[config.mk]
export PLATFORM = sky130hd
export DESIGN_NAME = imem_arbiter_flat
export DESIGN_NICKNAME = d
export VERILOG_FILES = /design/src/rtl/imem_arbiter_if.sv /design/src/rtl/imem_arbiter.sv /design/src/flat_wrapper.sv
export SDC_FILE = /design/constraint.sdc
export NUM_CORES = 1
export LEC_CHECK = 0
export BUFFER_PORTS_ARGS = -buffer_cell sky130_fd_sc_hd__buf_2
export CAP_MARGIN = 20
export CORE_AREA = 2 2 103 105
export CTS_CLUSTER_SIZE = 10
export DETAILED_ROUTE_END_ITERATION = 10
export DIE_AREA = 0 0 105 107
export PLACE_DENSITY = 0.77
export SLEW_MARGIN = 20
export SYNTH_ARGS = -nofsm -noshare
export SYNTH_HDL_FRONTEND = slang
export SYNTH_SLANG_ARGS = --single-unit
[constraint.sdc]
create_clock -name clk -period 3.08 [get_ports clk]
set_clock_uncertainty 0.1 [all_clocks]
set_input_delay 0.77 -clock clk [delete_from_list [all_inputs] [get_ports clk]]
set_output_delay 0.77 -clock clk [all_outputs]
set_load 0.02 [all_outputs]
[src/rtl/imem_arbiter_if.sv]
// imem_arbiter_if: fetch, loader and memory-side signals of the instruction memory arbiter
interface imem_arbiter_if #(
    parameter int ADDR_W = 32,
    parameter int DATA_W = 32
);
    logic              f_req;
    logic [ADDR_W-1:0] f_addr;
    logic              f_gnt;
    logic              f_rvalid;
    logic [DATA_W-1:0] f_rdata;
    logic              d_req;
    logic              d_we;
    logic [ADDR_W-1:0] d_addr;
    logic [DATA_W-1:0] d_wdata;
    logic              d_lock;
    logic              d_gnt;
    logic              d_rvalid;
    logic [DATA_W-1:0] d_rdata;
    logic [ADDR_W-1:0] mem_addr;
    logic              mem_we;
    logic [DATA_W-1:0] mem_wdata;
    logic [DATA_W-1:0] mem_rdata;

    modport master (
        output f_req, f_addr, d_req, d_we, d_addr, d_wdata, d_lock, mem_rdata,
        input  f_gnt, f_rvalid, f_rdata, d_gnt, d_rvalid, d_rdata, mem_addr, mem_we, mem_wdata
    );

    modport slave (
        input  f_req, f_addr, d_req, d_we, d_addr, d_wdata, d_lock, mem_rdata,
        output f_gnt, f_rvalid, f_rdata, d_gnt, d_rvalid, d_rdata, mem_addr, mem_we, mem_wdata
    );
endinterface

[src/rtl/imem_arbiter.sv]
// imem_arbiter: round-robin fetch/loader arbiter for a single-cycle imem port with bounded loader lock
module imem_arbiter #(
    parameter int ADDR_W   = 32,
    parameter int DATA_W   = 32,
    parameter int MAX_LOCK = 16
) (
    input logic           clk,
    input logic           rst_n,
    imem_arbiter_if.slave bus
);
    localparam int CNT_W = $clog2(MAX_LOCK + 1);

    typedef enum logic {RR, LOCKED} state_t;

    state_t            state, state_nxt;
    logic [CNT_W-1:0]  lock_cnt, cnt_nxt;
    logic              last, last_nxt;
    logic              lk, brk, f_gnt, d_gnt;
    logic [ADDR_W-1:0] sel_addr;
    logic              f_rvalid, d_rvalid;
    logic [DATA_W-1:0] f_rdata, d_rdata;

    // grant decision and next arbitration state; a held lock wins unless fetch has waited MAX_LOCK cycles
    always_comb begin
        lk        = state == LOCKED && bus.d_req && bus.d_lock;
        brk       = lk && bus.f_req && lock_cnt == CNT_W'(MAX_LOCK);
        f_gnt     = rst_n && (lk ? brk : bus.f_req && (!bus.d_req || last));
        d_gnt     = rst_n && (lk ? !brk : bus.d_req && (!bus.f_req || !last));
        state_nxt = d_gnt && bus.d_lock ? LOCKED : RR;
        cnt_nxt   = lk && d_gnt ? lock_cnt + CNT_W'(bus.f_req) : '0;
        last_nxt  = f_gnt ? 1'b0 : d_gnt ? 1'b1 : last;
        sel_addr  = f_gnt ? bus.f_addr : d_gnt ? bus.d_addr : '0;
    end

    // arbitration state register; last resets to loader so fetch wins the first tie
    always_ff @(posedge clk or negedge rst_n) begin
        if (!rst_n) begin
            state    <= RR;
            lock_cnt <= '0;
            last     <= 1'b1;
        end else begin
            state    <= state_nxt;
            lock_cnt <= cnt_nxt;
            last     <= last_nxt;
        end
    end

    // read data captured at the grant edge; writes acknowledge with zero data
    always_ff @(posedge clk or negedge rst_n) begin
        if (!rst_n) begin
            f_rvalid <= 1'b0;
            d_rvalid <= 1'b0;
            f_rdata  <= '0;
            d_rdata  <= '0;
        end else begin
            f_rvalid <= f_gnt;
            d_rvalid <= d_gnt;
            if (f_gnt) f_rdata <= bus.mem_rdata;
            if (d_gnt) d_rdata <= bus.d_we ? '0 : bus.mem_rdata;
        end
    end

    assign bus.f_gnt     = f_gnt;
    assign bus.d_gnt     = d_gnt;
    assign bus.mem_addr  = sel_addr & ~ADDR_W'(3);
    assign bus.mem_we    = d_gnt && bus.d_we;
    assign bus.mem_wdata = d_gnt ? bus.d_wdata : '0;
    assign bus.f_rvalid  = f_rvalid;
    assign bus.d_rvalid  = d_rvalid;
    assign bus.f_rdata   = f_rdata;
    assign bus.d_rdata   = d_rdata;
endmodule

[src/flat_wrapper.sv]
// flat-port wrapper written by rule: the top's interface ports become plain ports
module imem_arbiter_flat 
#(
    parameter int ADDR_W   = 32,
    parameter int DATA_W   = 32,
    parameter int MAX_LOCK = 16
)
  (clk, rst_n, bus_f_req, bus_f_addr, bus_d_req, bus_d_we, bus_d_addr, bus_d_wdata, bus_d_lock, bus_mem_rdata, bus_f_gnt, bus_f_rvalid, bus_f_rdata, bus_d_gnt, bus_d_rvalid, bus_d_rdata, bus_mem_addr, bus_mem_we, bus_mem_wdata);
  imem_arbiter_if #(.ADDR_W(ADDR_W), .DATA_W(DATA_W)) bus_i ();
  input logic clk;
  input logic rst_n;
  input wire logic [$bits(bus_i.f_req)-1:0] bus_f_req;
  input wire logic [$bits(bus_i.f_addr)-1:0] bus_f_addr;
  input wire logic [$bits(bus_i.d_req)-1:0] bus_d_req;
  input wire logic [$bits(bus_i.d_we)-1:0] bus_d_we;
  input wire logic [$bits(bus_i.d_addr)-1:0] bus_d_addr;
  input wire logic [$bits(bus_i.d_wdata)-1:0] bus_d_wdata;
  input wire logic [$bits(bus_i.d_lock)-1:0] bus_d_lock;
  input wire logic [$bits(bus_i.mem_rdata)-1:0] bus_mem_rdata;
  output wire logic [$bits(bus_i.f_gnt)-1:0] bus_f_gnt;
  output wire logic [$bits(bus_i.f_rvalid)-1:0] bus_f_rvalid;
  output wire logic [$bits(bus_i.f_rdata)-1:0] bus_f_rdata;
  output wire logic [$bits(bus_i.d_gnt)-1:0] bus_d_gnt;
  output wire logic [$bits(bus_i.d_rvalid)-1:0] bus_d_rvalid;
  output wire logic [$bits(bus_i.d_rdata)-1:0] bus_d_rdata;
  output wire logic [$bits(bus_i.mem_addr)-1:0] bus_mem_addr;
  output wire logic [$bits(bus_i.mem_we)-1:0] bus_mem_we;
  output wire logic [$bits(bus_i.mem_wdata)-1:0] bus_mem_wdata;
  assign bus_i.f_req = bus_f_req;
  assign bus_i.f_addr = bus_f_addr;
  assign bus_i.d_req = bus_d_req;
  assign bus_i.d_we = bus_d_we;
  assign bus_i.d_addr = bus_d_addr;
  assign bus_i.d_wdata = bus_d_wdata;
  assign bus_i.d_lock = bus_d_lock;
  assign bus_i.mem_rdata = bus_mem_rdata;
  assign bus_f_gnt = bus_i.f_gnt;
  assign bus_f_rvalid = bus_i.f_rvalid;
  assign bus_f_rdata = bus_i.f_rdata;
  assign bus_d_gnt = bus_i.d_gnt;
  assign bus_d_rvalid = bus_i.d_rvalid;
  assign bus_d_rdata = bus_i.d_rdata;
  assign bus_mem_addr = bus_i.mem_addr;
  assign bus_mem_we = bus_i.mem_we;
  assign bus_mem_wdata = bus_i.mem_wdata;
  imem_arbiter #(.ADDR_W(ADDR_W), .DATA_W(DATA_W), .MAX_LOCK(MAX_LOCK)) u_core (.clk(clk), .rst_n(rst_n), .bus(bus_i));
endmodule
== Yosys cells after proc, flatten, opt, wreduce, memory -nomap -nowiden ==
Cells that the tools add are included.

* Register bits after elaboration: 73
* Input port bits: 134
* Output and inout bits: 133

* Reductions and logical operators: 18
* Eq/ne operators: 1
* Mux-type cells: 10
* Add/sub/neg operators: 1

{| class="wikitable"
|+ Operators by type and width
! kind !! count
|-
| 2-to-1 mux 32 bit || 4
|-
| logical AND 1 bit || 11
|-
| adder 5 x 1 -> 5 bit || 1
|-
| == test 5 bit, second input constant || 1
|-
| 2-to-1 mux 1 bit || 5
|-
| 2-to-1 mux 5 bit || 1
|-
| logical NOT 1 bit || 4
|-
| logical OR 1 bit || 2
|-
| nonzero test 2 bit || 1
|}

== Longest topological paths before layout ==
Gate-level depths: netlist (run 1).

* Depth after elaboration: 9
* Mapped depth: 7

== Least setup slack after synthesis (run 1) ==
Ideal clock, no wire load.

* Path kind: in2out
* Start: input bus_f_req
* End: output bus_mem_addr[22]
* Arrival: 2.215 ns
* Cell stages on the path: 5
* Required time: 2.210 ns
* Slack: -0.005 ns
* Cell sequence: nand4bb_1 or4_4 o22ai_4 buf_2 a22o_1

{| class="wikitable"
|+ RTL lines
! what !! line !! text
|-
| start, declared || flat_wrapper.sv:12 || <nowiki>input wire logic [$bits(bus_i.f_req)-1:0] bus_f_req;</nowiki>
|-
| logical AND 1 bit (2 in a row) || imem_arbiter.sv:26 || <nowiki>brk = lk && bus.f_req && lock_cnt == CNT_W'(MAX_LOCK);</nowiki>
|-
| 2-to-1 mux 1 bit (*) || imem_arbiter.sv:27 || <nowiki>f_gnt = rst_n && (lk ? brk : bus.f_req && (!bus.d_req || last));</nowiki>
|-
| logical AND 1 bit (*) || imem_arbiter.sv:27 ||
|-
| net bus_f_gnt || flat_wrapper.sv:20 || <nowiki>output wire logic [$bits(bus_i.f_gnt)-1:0] bus_f_gnt;</nowiki>
|-
| 2-to-1 mux 32 bit (*) || imem_arbiter.sv:32 || <nowiki>sel_addr = f_gnt ? bus.f_addr : d_gnt ? bus.d_addr : '0;</nowiki>
|-
| end, declared || flat_wrapper.sv:26 || <nowiki>output wire logic [$bits(bus_i.mem_addr)-1:0] bus_mem_addr;</nowiki>
|}

The timed path passes the listed nets; every way through them passes the cells marked *.

== Worst setup path after layout (run 1) ==
* Start: input bus_f_req
* End: output bus_mem_addr[23]

* Word-level cells in the longest chain between the ends: 7

{| class="wikitable"
|+ RTL lines
! what !! line !! text
|-
| logical NOT 1 bit / logical AND 1 bit (equally long branches) || imem_arbiter.sv:28, imem_arbiter.sv:26 ||
|-
| logical OR 1 bit / logical AND 1 bit (equally long branches) || imem_arbiter.sv:28, imem_arbiter.sv:26 ||
|-
| logical AND 1 bit / logical NOT 1 bit (equally long branches) || imem_arbiter.sv:28 || <nowiki>d_gnt = rst_n && (lk ? !brk : bus.d_req && (!bus.f_req || !last));</nowiki>
|-
| 2-to-1 mux 1 bit || imem_arbiter.sv:28 ||
|-
| logical AND 1 bit || imem_arbiter.sv:28 ||
|-
| 2-to-1 mux 32 bit || imem_arbiter.sv:32 ||
|-
| 2-to-1 mux 32 bit (*) || imem_arbiter.sv:32 ||
|}

Mark *: on every way between the ends. The rest lies on a longest branch, timed or not.

==> results of run 1 <==
critical path: stages:
cell,delay (ps)
buf_6,70
nand4bb_1,90
or4_4,530
and2_4,270
a22o_1,300
buf_4,170
sequential cells by signal, indices dropped and copies added, names as in the netlist:
register	cells
u_core.bus.d_rdata	32
u_core.lock_cnt	5
u_core.last	1
u_core.bus.f_rvalid	1
u_core.state	1
u_core.bus.d_rvalid	1
u_core.bus.f_rdata	32
cells in the mapped netlist:
master / instances / area (µm²)
a21boi_0: 1 / 7.51
dfstp_2: 1 / 26.3
mux2_2: 53 / 597
buf_4: 3 / 22.5
clkbuf_1: 6 / 22.5
a22o_1: 30 / 263
nand4bb_1: 1 / 11.3
or4_4: 1 / 11.3
xor2_1: 1 / 8.76
nand2_1: 3 / 11.3
nor2b_1: 32 / 200
mux2_1: 11 / 124
conb_1: 1 / 3.75
and3_1: 6 / 37.5
buf_6: 10 / 113
and2_1: 35 / 219
a31oi_1: 1 / 6.26
xnor2_1: 2 / 17.5
ha_1: 2 / 25.0
dfrtp_1: 72 / 1800
nand3_1: 2 / 10.0
o21ba_2: 1 / 10.0
buf_2: 4 / 20.0
o22ai_4: 1 / 20.0
metal layers:
metal	share of wire, %	wire length [µm]	vias to the layer above
met2	51	5890	140
met1	39	4520	1547
met3	7.6	879	16
li1	-	-	1498
met4	2.2	253	0
met5	0	0	-
per-stage QoR:
stage / cell area, µm² / power (µW) / hold slack [ps] / utilization [%] / setup slack [ps]
floorplan: 3590 / 1810 / 374 / - / 33.6
global placement: 4990 / 2180 / 365 / 49.4 / -99.5
detailed placement: 4990 / 2210 / 374 / 49.4 / -129
CTS: 5280 / 2960 / 392 / 52.3 / -38.2
global route: 5380 / 3090 / 409 / 53.3 / -122
finish: 5380 / 2950 / 392 / 53.3 / -8.45
repair_timing:
item | in CTS | in global routing
gates cloned | 1 | 0
gates resized for setup | 33 | 29
setup buffers | 0 | 0
setup endpoints to repair | 63 | 30
pin swaps | 1 | 0
cell type report:
type	count	area, µm²
repair buffers	271	1590
clock buffers	12	165
fillers	898	4720
flip-flops and latches	73	1830
clock inverters	4	26.3
well taps	136	170
multi-input cells	186	1600
path summary, 6_finish.rpt:
kind / depth (start not counted) / end / slack, ps
max: 6 / bus_mem_addr[23] / -8
min: 1 / u_core.bus.f_rdata[20] / 390
max reg2reg: 6 / u_core.bus.f_rdata[11] / 590
min reg2reg: 1 / u_core.bus.f_rdata[20] / 390
max in group asynchronous: 2 / u_core.bus.f_rvalid / 1690
min in group asynchronous: 2 / u_core.bus.d_rdata[19] / 600
cell families (layout without fill, tap and decap cells):
kind of cell,after synthesis,after routing,synth area share (%)
flip-flops,73,73,50.9
other,1,2,0.105
AO/OA/AOI/OAI,34,34,8.54
buffers and inverters,23,287,4.95
XOR/XNOR,3,3,0.732
AND/OR/NAND/NOR,80,81,13.9
adder cells (fa/ha/maj),2,2,0.697
multiplexers,64,64,20.1
power breakdown:
group / internal (µW) / leakage, µW / switching (µW)
Clock: 357 / 0.0000984 / 358
Combinational: 440 / 0.00188 / 571
Sequential: 1130 / 0.000910 / 85.5
Total: 1930 / 0.00289 / 1010
==> results.cfg, run 1 <==
[run_status]
outcome = finished, violations left
violations = setup timing

[hold_path]
hp-class = reg -> reg
min_from = u_core.bus.f_rdata[20]

[clock_tree]
cts_hold_buf = 0
path_clk_slew_ps = 80
cts_tree = built
htree_levels = 3
insertion_delay_ps = 340
clockBufferDepth = 2
numClockSinks = 73
cts_root_buf = clkbuf_8
numCtsBuffers = 9

[power_and_ir_drop]
p_per_area_nw_per_um2 = 548
leakagePower_uw = 0.00289
ir_drop_v = 0.000386

[timing]
setup_viol_count_final = 5
slew_viol_final = 0
timing.fmax_ghz = 0.324
worst_slack_ps = -8.45
hold_viol = 0
fin_setup_tns_ps = -13.9
max_slew.worst_pin.slew_ps = 919
fin_crit_ps = 3090
rsz0062_at_grt = true
max_slew_margin_pct = 38.7
fin_crit_sh_pct = 100

[critical_path]
critPathArrivalTime_ps = 2220
required_ps = 2210
cp_max_fo = 35
startpoint = bus_f_req
end_kind = primary output
r2r-start = u_core.lock_cnt[1]
worstSetupPathType = in -> out
start_kind = input pin

[grt]
grt_pass1_vias = 3279
grt_pass1_wl_mm = 17.1
busiest_layer = met2
grt_max_degree = 74
grt_antenna_before_repair = 0
grt_use_met2_pct = 34.5
grt.met1_usage_pct = 22.5
grt.overflow.total = 0
met3_usage_pct = 5.53
grt.total_usage_pct = 19.5

[synth]
postSynthCellCount = 280
synth_seq_cells = 73
ys_types = 24
yosys_warnings = 0
yosysSeqAreaShare_pct = 50.9
synth_area_um2 = 3590
syn_area_per_cell_um2 = 12.8

[cells_and_area]
n_antenna_cell = 0
layout_common_cells = buf_2 (228), dfrtp_1 (72), mux2_2 (53)
final_common_cell = buf_2
fin_nets = 677
syn_to_final_growth_pct = 49.8
final-instance-count-excl-fill = 682
drive_gt1_share_pct = 63.4

[floorplanning]
start_util_pct = 35.6
die_h_um = 107
num_rows = 37
num_io_pins = 267
die-area_um2 = 11200
die_x_um = 105
coreArea_um2 = 10100

[drt]
drt_iter0_markers = 184
wl_per_cell_um = 16.9
drt-vias-per-instance = 4.69
drt_drc_violations_left = 0
ant_nets = 0
firstDrtPassIters = 4
vias = 3201
finalWirelength_mm = 11.5

[placement]
dp.cells = 665
portBuffers = 260
post-dp-hpwl_mm = 8.57
gp_congestion = 0.826

[run]
cap_violations = 0
Power figures use the tool's default switching activity.
==> inputs of run 2 (changes only) <==
- ABC_AREA: default -> 1
- CORE_AREA: 2 2 103 105 -> 2 2 104 106
- DIE_AREA: 0 0 105 107 -> 0 0 106 108
==> run 2 against run 1 <==
  * The run now ends clean
  * Count of clock-buffer cells in the layout fell by 3
  * Register-to-register slack improved by 650 ps
  * Non-clock buffer count fell by 3
  * Utilization fell by 1.8 points
  * Final cell count rose by 30%
  * Critical path depth rose by 3
  * Global-route usage fell by 0.34 points
==> results.cfg, run 2 <==
[run_status]
outcome = finished, final reports clean

[synth]
netlist.top_cell.by_area = dfrtp_1
synth.area.top_cells = dfrtp_1 (49%), nand2_1 (20%), nand3_1 (8.7%)
syn_area_per_cell_um2 = 7.36
ys_types = 21
ys_top_cells_by_count = nand2_1 (197), dfrtp_1 (72), nand3_1 (64)
synth_seq_cells = 73
synth_area_um2 = 3670
yosys_warnings = 0
synth_top_area_share_pct = 49.1
postSynthCellCount = 498
yosysSeqAreaShare_pct = 49.8
yosysMostFrequentCell = nand2_1
synth_edf_count = 0
async_reset_ff_share_pct = 100
synth_flop_cell = dfrtp_1

[grt]
grt_antenna_before_repair = 0
grt_pass1_wl_mm = 17.5
grt.met1_usage_pct = 26.0
grt_max_degree = 100
grt_pass1_vias = 3472
grt.overflow.total = 0
grt.total_usage_pct = 19.2
met3_usage_pct = 4.70
busiest_layer = met2
grt_use_met2_pct = 31.7

[cells_and_area]
multi_input_area_um2 = 1500
utilization_pct = 51.4
top_regs = u_core.bus.d_rdata (32), u_core.bus.f_rdata (32), u_core.lock_cnt (5)
fin_nets = 880
layout_common_cells = buf_2 (259), nand2_1 (197), dfrtp_1 (72)
n_antenna_cell = 0
drive_gt1_share_pct = 39.1
syn_to_final_growth_pct = 43.5
regArea_um2 = 1830
fillers = 1043
final_common_cell = buf_2

[timing]
max_slew_margin_pct = 44.9
hold_viol = 0
fin_crit_sh_pct = 95.4
fin_crit_ps = 2940
fin_setup_tns_ps = 0
rsz0062_at_grt = false
max_slew.worst_pin.slew_ps = 827
setup_viol_count_final = 0
slew_viol_final = 0
timing.fmax_ghz = 0.340

[power_and_ir_drop]
p_seq_share_pct = 39.8
leakagePower_uw = 0.00331
ir_drop_v = 0.000300
p_sw_share_pct = 36.9
p_int_uw = 1910
fin_total_pwr_uw = 3030
power_switching_uw = 1120
p_per_area_nw_per_um2 = 576
clock_power_share_pct = 28.1
comb_power_share_pct = 32.1

[clock_tree]
cts_hold_buf = 0
cts_tree = built
htree_levels = 3
cts_root_buf = clkbuf_8
clockBufferDepth = 2
insertion_delay_ps = 330
cts_resized = 0
path_clk_slew_ps = 80
post_cts_buffers = 0
numClockSinks = 73
numCtsBuffers = 9

[critical_path]
cp_max_fo = 33
end_kind = primary output
reg2regPathDepth = 9
required_ps = 2210
critPathArrivalTime_ps = 2070
worstSetupPathType = in -> out
start_kind = input pin

[placement]
post-dp-hpwl_mm = 8.57
gp_congestion = 0.766
portBuffers = 260

[floorplanning]
die_x_um = 106
num_io_pins = 267
coreArea_um2 = 10200
start_util_pct = 35.8
die_h_um = 108
num_rows = 37
die-area_um2 = 11400

[drt]
firstDrtPassIters = 4
drt-vias-per-instance = 4.51
finalWirelength_mm = 11.7
wl_per_cell_um = 13.2
ant_nets = 0
vias = 3993
drt_drc_violations_left = 0
drt_iter0_markers = 216

[hold_path]
hp-class = reg -> reg
holdPathStages = 2

[run]
cap_violations = 0
[run 2: cell type report]
type,count,share of cell area (%)
clock buffers,9,2.35
clock inverters,7,1.93
inverters,44,3.14
multi-input cells,348,28.5
flip-flops and latches,73,34.7
well taps,136,3.23
repair buffers,268,26.1
[run 2: critical path, stage by stage]
cell	delay, ps
buf_2	130
nand2_1	70
inv_1	50
a21oi_2	160
nand2_4	80
inv_2	390
nand2_1	90
nand2_1	130
buf_2	190
[run 2: power groups by stage]
stage	Combinational (µW)	Sequential, µW	Clock (µW)
2_1_floorplan	368	1430	0
3_3_place_gp	971	1220	0
3_5_place_dp	983	1220	0
4_1_cts	982	1210	879
5_1_grt	1060	1230	918
6_report	972	1210	852
[run 2: metrics by stage]
step	cells	setup slack (ps)	instance area [µm²]	hold WS, ps
3_5_place_dp	869	161	5040	353
5_1_grt	885	22.2	5260	389
3_3_place_gp	869	167	5040	349
4_1_cts	885	161	5260	373
2_1_floorplan	499	450	3670	374
6_report	885	141	5260	367
[run 2: per-layer routing]
layer | share of wire, % | vias up
met5 | 0 | -
met4 | 0.16 | 0
met3 | 7.6 | 2
met2 | 48 | 165
met1 | 44 | 1804
li1 | - | 2022
[run 2: final timing paths]
| kind | to | start | slack, ps |
|---|---|---|---|
| worst max-delay path | bus_mem_addr[16] | bus_f_req | 140 |
| worst min-delay path | u_core.bus.f_rdata[10] | u_core.bus.f_rdata[10] | 370 |
| worst max register to register | u_core.bus.f_rdata[9] | u_core.lock_cnt[2] | 1240 |
| worst min register to register | u_core.bus.f_rdata[10] | u_core.bus.f_rdata[10] | 370 |
| max in group asynchronous | u_core.bus.f_rdata[11] | rst_n | 1200 |
| min in group asynchronous | u_core.bus.f_rdata[30] | rst_n | 440 |
[run 2: logic make-up after synthesis]
family	share of synthesized area, %
flops	49.8
other cells	0.102
xor+xnor	0.717
fa+ha+maj	0.682
compound gates	4.81
simple gates	34.5
buf+inv	9.38
